File: config.mk
export PLATFORM = sky130hd
export DESIGN_NAME = sorted_list_reader
export DESIGN_NICKNAME = d
export VERILOG_FILES = /design/src/rtl/sorted_list_reader.sv
export SDC_FILE = /design/constraint.sdc
export NUM_CORES = 1
export LEC_CHECK = 0
export ABC_AREA = 1
export CORE_UTILIZATION = 55
export CTS_CLUSTER_SIZE = 16
export DETAILED_ROUTE_END_ITERATION = 10
export PLACE_DENSITY = 0.86
export SYNTH_ARGS = -nofsm -noshare
export SYNTH_HDL_FRONTEND = slang
export SYNTH_SLANG_ARGS = --single-unit
File: constraint.sdc
create_clock -name clk -period 8.9 [get_ports clk]
set_input_delay 1.78 -clock clk [delete_from_list [all_inputs] [get_ports clk]]
set_output_delay 1.78 -clock clk [all_outputs]
set_load 0.01 [all_outputs]
File: src/rtl/sorted_list_reader.sv
// Streams the valid entries of a descending-key table snapshot one per handshake, in index order.
// Optional key-order check: define SORTED_LIST_READER_ORDER_CHK_EN to add the sticky order_err output.
module sorted_list_reader #(
  parameter  int N     = 4,
  parameter  int KEY_W = 8,
  parameter  int VAL_W = 16,
  localparam int IDX_W = (N > 1) ? $clog2(N) : 1
) (
  input  logic               clk,
  input  logic               rst,
  input  logic               flush,
  input  logic               in_vld,
  output logic               in_rdy,
  input  logic [N-1:0]       in_mask,
  input  logic [N*KEY_W-1:0] in_key,
  input  logic [N*VAL_W-1:0] in_val,
  output logic               out_vld,
  input  logic               out_rdy,
  output logic [KEY_W-1:0]   out_key,
  output logic [VAL_W-1:0]   out_val,
  output logic [IDX_W-1:0]   out_idx,
  output logic               out_last,
`ifdef SORTED_LIST_READER_ORDER_CHK_EN
  output logic               order_err,
`endif
  output logic [7:0]         drop_cnt
);

  typedef enum logic {IDLE, DRAIN} state_t;

  state_t           r_state;
  logic [N-1:0]     r_pend;
  logic [KEY_W-1:0] r_key [N];
  logic [VAL_W-1:0] r_val [N];

  logic             w_out_hs;
  logic             w_accept;
  logic [N-1:0]     w_pend_nxt;
  logic [KEY_W-1:0] w_src_key [N];
  logic [VAL_W-1:0] w_src_val [N];
  logic [IDX_W-1:0] w_idx_nxt;
  logic             w_last_nxt;

  assign w_out_hs = out_vld & out_rdy;
  assign in_rdy   = !rst && !flush && (r_state == IDLE || (w_out_hs && out_last));
  assign w_accept = in_vld & in_rdy;

  // The presented entry is derived from the *next* pend value, so outputs stay registered
  // while a freshly accepted snapshot still appears one cycle after its accept.
  always_comb begin
    // NOTE: every always_comb output gets a default first so no path can infer a latch.
    w_pend_nxt = r_pend;
    if (flush)         w_pend_nxt = '0;
    else if (w_accept) w_pend_nxt = in_mask;
    else if (w_out_hs) w_pend_nxt = r_pend & (r_pend - N'(1));

    for (int i = 0; i < N; i++) begin
      w_src_key[i] = w_accept ? in_key[i*KEY_W +: KEY_W] : r_key[i];
      w_src_val[i] = w_accept ? in_val[i*VAL_W +: VAL_W] : r_val[i];
    end

    w_idx_nxt = '0;
    for (int i = N - 1; i >= 0; i--) begin
      if (w_pend_nxt[i]) w_idx_nxt = IDX_W'(i);
    end
    w_last_nxt = (w_pend_nxt != '0) && ((w_pend_nxt & (w_pend_nxt - N'(1))) == '0);
  end

`ifdef SORTED_LIST_READER_ORDER_CHK_EN
  logic w_order_bad;

  always_comb begin
    w_order_bad = 1'b0;
    for (int i = 0; i < N; i++) begin
      for (int j = i + 1; j < N; j++) begin
        if (in_mask[i] && in_mask[j] && (in_key[i*KEY_W +: KEY_W] < in_key[j*KEY_W +: KEY_W]))
          w_order_bad = 1'b1;
      end
    end
  end

  always_ff @(posedge clk or posedge rst) begin
    if (rst)                          order_err <= 1'b0;
    else if (w_accept && w_order_bad) order_err <= 1'b1;
  end
`endif

  always_ff @(posedge clk or posedge rst) begin
    if (rst) begin
      r_state  <= IDLE;
      r_pend   <= '0;
      // NOTE: the snapshot registers are small and reset to a defined value, so out_key/out_val never show X.
      for (int i = 0; i < N; i++) begin
        r_key[i] <= '0;
        r_val[i] <= '0;
      end
      drop_cnt <= '0;
      out_vld  <= 1'b0;
      out_key  <= '0;
      out_val  <= '0;
      out_idx  <= '0;
      out_last <= 1'b0;
    end else begin
      // NOTE: sequential state uses non-blocking assignments so every register samples pre-edge values.
      r_pend  <= w_pend_nxt;
      r_state <= (w_pend_nxt != '0) ? DRAIN : IDLE;

      if (w_accept) begin
        for (int i = 0; i < N; i++) begin
          r_key[i] <= in_key[i*KEY_W +: KEY_W];
          r_val[i] <= in_val[i*VAL_W +: VAL_W];
        end
      end

      if (w_accept && (in_mask == '0) && (drop_cnt != 8'hFF))
        drop_cnt <= drop_cnt + 8'd1;

      out_vld <= (w_pend_nxt != '0);
      if (w_pend_nxt != '0) begin
        out_idx  <= w_idx_nxt;
        out_key  <= w_src_key[w_idx_nxt];
        out_val  <= w_src_val[w_idx_nxt];
        out_last <= w_last_nxt;
      end
    end
  end

endmodule

======== Word level (Yosys, flattened, before mapping) ========
Index checks and enable logic that the tools add are counted.
word-level totals
  register bits after elaboration ......... 137
  output and inout bits ................... 37
cells by class
  $add $sub $neg .......................... 3
  order comparisons ....................... 1
  eq/ne operators ......................... 1
  multiplexer cells ....................... 22
  bitwise operators ....................... 6
  reduce and logical (&&, ||, !) cells .... 12
operators by type and width
  kind                 number
  $mux 16              6
  $mux 8               6
  $bmux 16 s2          1
  $bmux 8 s2           1
  $mux 4               3
  $add 8x1->8 const B  1
  $and 4x4->4          2
  $logic_not 4->1      2
  $mux 2               4
  $ne 8x8->1 const B   1
  $sub 4x1->4 const B  2
  $logic_and 1x1->1    6
  $reduce_bool 4->1    1
  $ge 3x3->1 const B   1
  $not 2->3            1
  $and 1x1->1          2
  $logic_not 1->1      2
  $logic_or 1x1->1     1
  $mux 1               1
  $not 1->1            1

======== Longest topological paths before layout ========
  depth after elaboration ................. 15
  gate-level depth with buffers ........... 15
  depth with buffers taken out ............ 13

======== Least setup slack after synthesis ========
Ideal clock, no wire load.
  path kind ............................... in2out
  from .................................... in flush
  to ...................................... out in_rdy
  arrival ................................. 2.060 ns
  required time ........................... 7.120 ns
  setup slack ............................. 5.060 ns
  cell stages on the path ................. 3
  cell sequence ........................... nor2_4 -> nand2_1 -> inv_1
between the ends
  cells in the longest elaborated chain, start to end .. 3
ends and longest elaborated chain
  what                             line  source
  from (decl)                      11    input logic flush,
  $logic_not 1->1                  45    assign in_rdy = !rst && !flush && (r_state == IDLE || (w_out_hs && out_last));
  $logic_and 1x1->1 (2 in series)  45
  to (decl)                        13    output logic in_rdy,
Every way passes these cells.

======== Final worst setup path ========
  from .................................... in rst
  to ...................................... reg out_key[6]
between the ends
  cells in the longest elaborated chain, start to end .. 14
ends and longest elaborated chain
  what                                        line  source
  from (decl)                                 10    input logic rst,
  $logic_not 1->1 (no line) *                 n/a
  $logic_and 1x1->1 * (2 in series)           45
  $and 1x1->1 *                               46    assign w_accept = in_vld & in_rdy;
  $mux 4                                      54    else if (w_accept) w_pend_nxt = in_mask;
  $mux 4                                      53    if (flush) w_pend_nxt = '0;
  $mux 2 (4 in series)                        64    if (w_pend_nxt[i]) w_idx_nxt = IDX_W'(i);
  $not 2->3 (not written as such)             121   out_key <= w_src_key[w_idx_nxt];
  $bmux 8 s2                                  121
  $mux 8 (not written as such) (2 in series)  121
  to (signal assigned)                        121
  to (decl)                                   19    output logic [KEY_W-1:0] out_key,
Every way passes the cells marked *; elsewhere a longest branch is shown, timed or not. The select of a mux whose other input is x is not followed.
A chain may end at the register's enable or synchronous reset.

==> results.md <==
* Status: finished clean
* Synth Area in Compound Gates at approximately a tenth
* CP max stage delay at approximately 1.1 ns
* Setup crit end kind: flop
* Lkg Pwr at between 4 and 5 nW
* Post-Syn Area at between 6000 and 7000 um2
* Clk sink count at 136
* Routed length on met1 at around 6600 um
* Proportion of synthesized area in mux cells at roughly 3.3%
* Met2 wire len at 8599 um
* Max-slew violation count at 0
* TritonCTS clock tree: done
* Most used DFF post-synth: dfrtp_1
* First-pass iteration count of the detailed router at 5
* Largest family of logic cells by synthesized area: simple AND/OR/NAND/NOR gates
* RSZ-0062 raised after global routing: false
* XOR/XNOR share of the synthesized area at less than 1%
* Post-CTS resize count at 0
* Clock skew at roughly 0.0097 ns
* Die width at roughly 110 um
* Rows at 39
* Total power at approximately 2.3 mW
* Peak supply drop at approximately 0.00020 V
* Yosys warnings at 0
* Crit start category: input port
* Avg Inst Size Synth at 8.884 um2
* FF+latch count, synth at roughly 140
* Area grow syn2layout at 30.84%
* Bufs on Longest Clock Path at 2
* Setup_tns at 0 ns
* Final setup vio count at 0
* CTS Root Cell: clkbuf_16
* Gpl congestion at 0.8612
* WS Path Type: input port to flop
* Hold buffer count at CTS at 0
* Reg2Reg Launch Point: out_last
* Clk_lat worst skew at roughly 0.43 ns
* DRC at 0
* Vias/cell at about 5.5
* Cell with the most instances after synthesis: nand2_1
* Die Area at between 10,000 and 15,000 um2
* Pin count of the biggest net entering global routing at about 110
* Critical Path Sink: out_key[6]
* Number of synthesized flops with an enable pin at 0
* IO buf count at 141
* Routed via count at approximately 5,500
* DP Wirelength at 10,580 um
* Worst hold path class: flop to flop
* Top area cells in the synthesized netlist: dfrtp_1, nand2_1, inv_1
* Initial antenna violation count at 0
* Reg2Reg Depth at 10
* Req. time, crit path at 9.19 ns
* Num ports at roughly 140
* GRT Total Usage at approximately 29%
* Wire per inst at about 17 um
* Total grt overflow at 0
* Initial Utilization at a little under three fifths
* CP Buf/Inv Count at 3
* CTS buffer count at 17
* Reg2reg end: out_key[6]
* Worst-Margin Slew at 1.224 ns
* Antenna-violating nets left at 0
* Worst reg2reg setup slack at 5.06 ns
* Max_slew headroom at a little under a fifth
* DR iter-0 viols at approximately 450
* First-pass GRT wire length at 27,400 um
* Async SR Flop Fraction at 100.0%
* # Max-Cap Violations at 0
* Synth unique cells at 36
* Cell family with most CP delay: simple AND/OR/NAND/NOR gates
* PD cells at roughly 270 nW/um2
* Vias in the first global route at ~5,700
* Top routing layer used: met4
* Sequential share of the synthesized area at 52.62%
* Levels on crit path at 10
* Die height at approximately 110 um
* Post-synth top area share at between 50% and 60%
* Cell count after synthesis at approximately 730
* CP startpoint: rst
* Crit path time final at between 5 and 6 ns
* Clock H-tree levels at 4
* Final WL at roughly 17,000 um
* Share of cells above drive strength 1 at 12.27%
* F_max at approximately 190 MHz
* Met3 routed WL at about 1100 um
* Worst EP arrival at 5.63 ns
* Syn_nets at approximately 830
* Total core area at about 11,000 um2
* Crit path max fanout at 104
* Worst-path cell chain: clkdlybuf4s50_1 -> nor2_4 -> nand3_4 -> buf_4 -> o211ai_4 -> nand2_4 -> nor2_4 -> inv_2 -> nand2_1 -> nand2_1
* Critical Path Slowest Stage Cell: o211ai_4
* Final-stage net count at between 900 and 1,000
* Reg clk slew, reported paths at 0.06 ns
* Period Utilization, post-route at ~60%
* Post-Synth Simple-Gate Area at roughly a quarter
* Adder-cell share of the synthesized area at less than 1%
* Synth cell count leaders: nand2_1, dfrtp_1, inv_1, o21ai_0, nand3_1
* N_diodes at 0
* Yosys top cell by area: dfrtp_1
* Hold violation total from the final report at 0
* Final core occ at between 70% and 80%
* Post-CTS Setup Inserts at 0
[worst register-to-register path: stages, from the launching register on]
cell and delay [ns]:
dfrtp_1 0.40, nand2_1 0.08, nand2_2 0.11, nand3_4 0.07, buf_4 0.43, o211ai_4 1.20
nand2_4 0.31, nor2_4 0.60, inv_2 0.26, nand2_1 0.16, nand2_1 0.11
[routing by layer]
layer	GRT usage, %	up-vias
met5	0	-
met2	48.32	269
met3	5.928	45
met4	13.87	0
li1	-	2535
met1	35.26	2655
[stage by stage]
stage	hold slack (ns)	instances	instance area, um2	worst slack [ns]
3_5_place_dp	0.4568	976	7836	3.314
6_report	0.4755	1007	8462	3.563
2_1_floorplan	0.4400	728	6467	3.481
5_1_grt	0.4994	1007	8462	3.353
3_3_place_gp	0.4583	976	7836	3.459
4_1_cts	0.4721	1007	8462	3.650
[final cells by class]
type	instances	area, um2
clock inverter	7	113.9
sequential	136	3403
fill	802	2957
inverter	102	387.9
timing repair buffer	143	1426
clock buffer	24	511.7
multi-input combinational	452	2440
tap	143	178.9
[report_power, final]
part	leakage [nW]	internal (mW)	total, mW	switching (mW)
logic	2.25	0.311	0.656	0.345
clock network	0.312	0.483	0.739	0.256
registers	1.60	0.802	0.895	0.0920
[worst min-delay path by stage]
stage                      to      start  slack [ns]  cells past startpoint
floorplan           r_key[26]  r_key[26]        0.44                      2
global route        r_val[11]  r_val[11]        0.50                      2
detailed placement  r_key[26]  r_key[26]        0.46                      2
CTS                 r_key[26]  r_key[26]        0.47                      2
global placement    r_val[57]  r_val[57]        0.46                      2
finish              r_key[26]  r_key[26]        0.48                      2
[cell families after synthesis]
| family | after synthesis |
|---|---|
| AOI/OAI and AO/OA | 114 |
| xor gates and xnor gates | 7 |
| adders and majority gates | 1 |
| buffers and inverters | 140 |
| DFF | 136 |
| muxes | 21 |
| and+or+nand+nor | 309 |
[sequential cells by signal (all words and copies together) (netlist names)]
register,cells
r_key,32
out_val,16
out_last,1
r_val,64
out_key,8
drop_cnt,8
out_vld,1
out_idx,2
r_pend,4
[cells in the final DEF (no fill, tap or decap), types with 2 or more instances in the layout]
master,n
o21a_1,11
nor2_1,14
bufinv_16,3
inv_2,4
nor2_4,2
o21ai_0,67
dfrtp_1,136
nand2_4,3
clkdlybuf4s50_1,141
nand3_1,58
mux2i_1,20
a21oi_1,10
clkinv_2,3
o21ai_1,19
or2_1,12
clkbuf_8,6
o211ai_4,2
buf_4,2
nand2_1,156
o211ai_1,3
nand3_2,3
nand4_1,2
clkbuf_16,17
or2_2,49
inv_1,97
xor2_1,4
nand2_2,4
xnor2_1,3
Power figures use the tool's default switching activity.
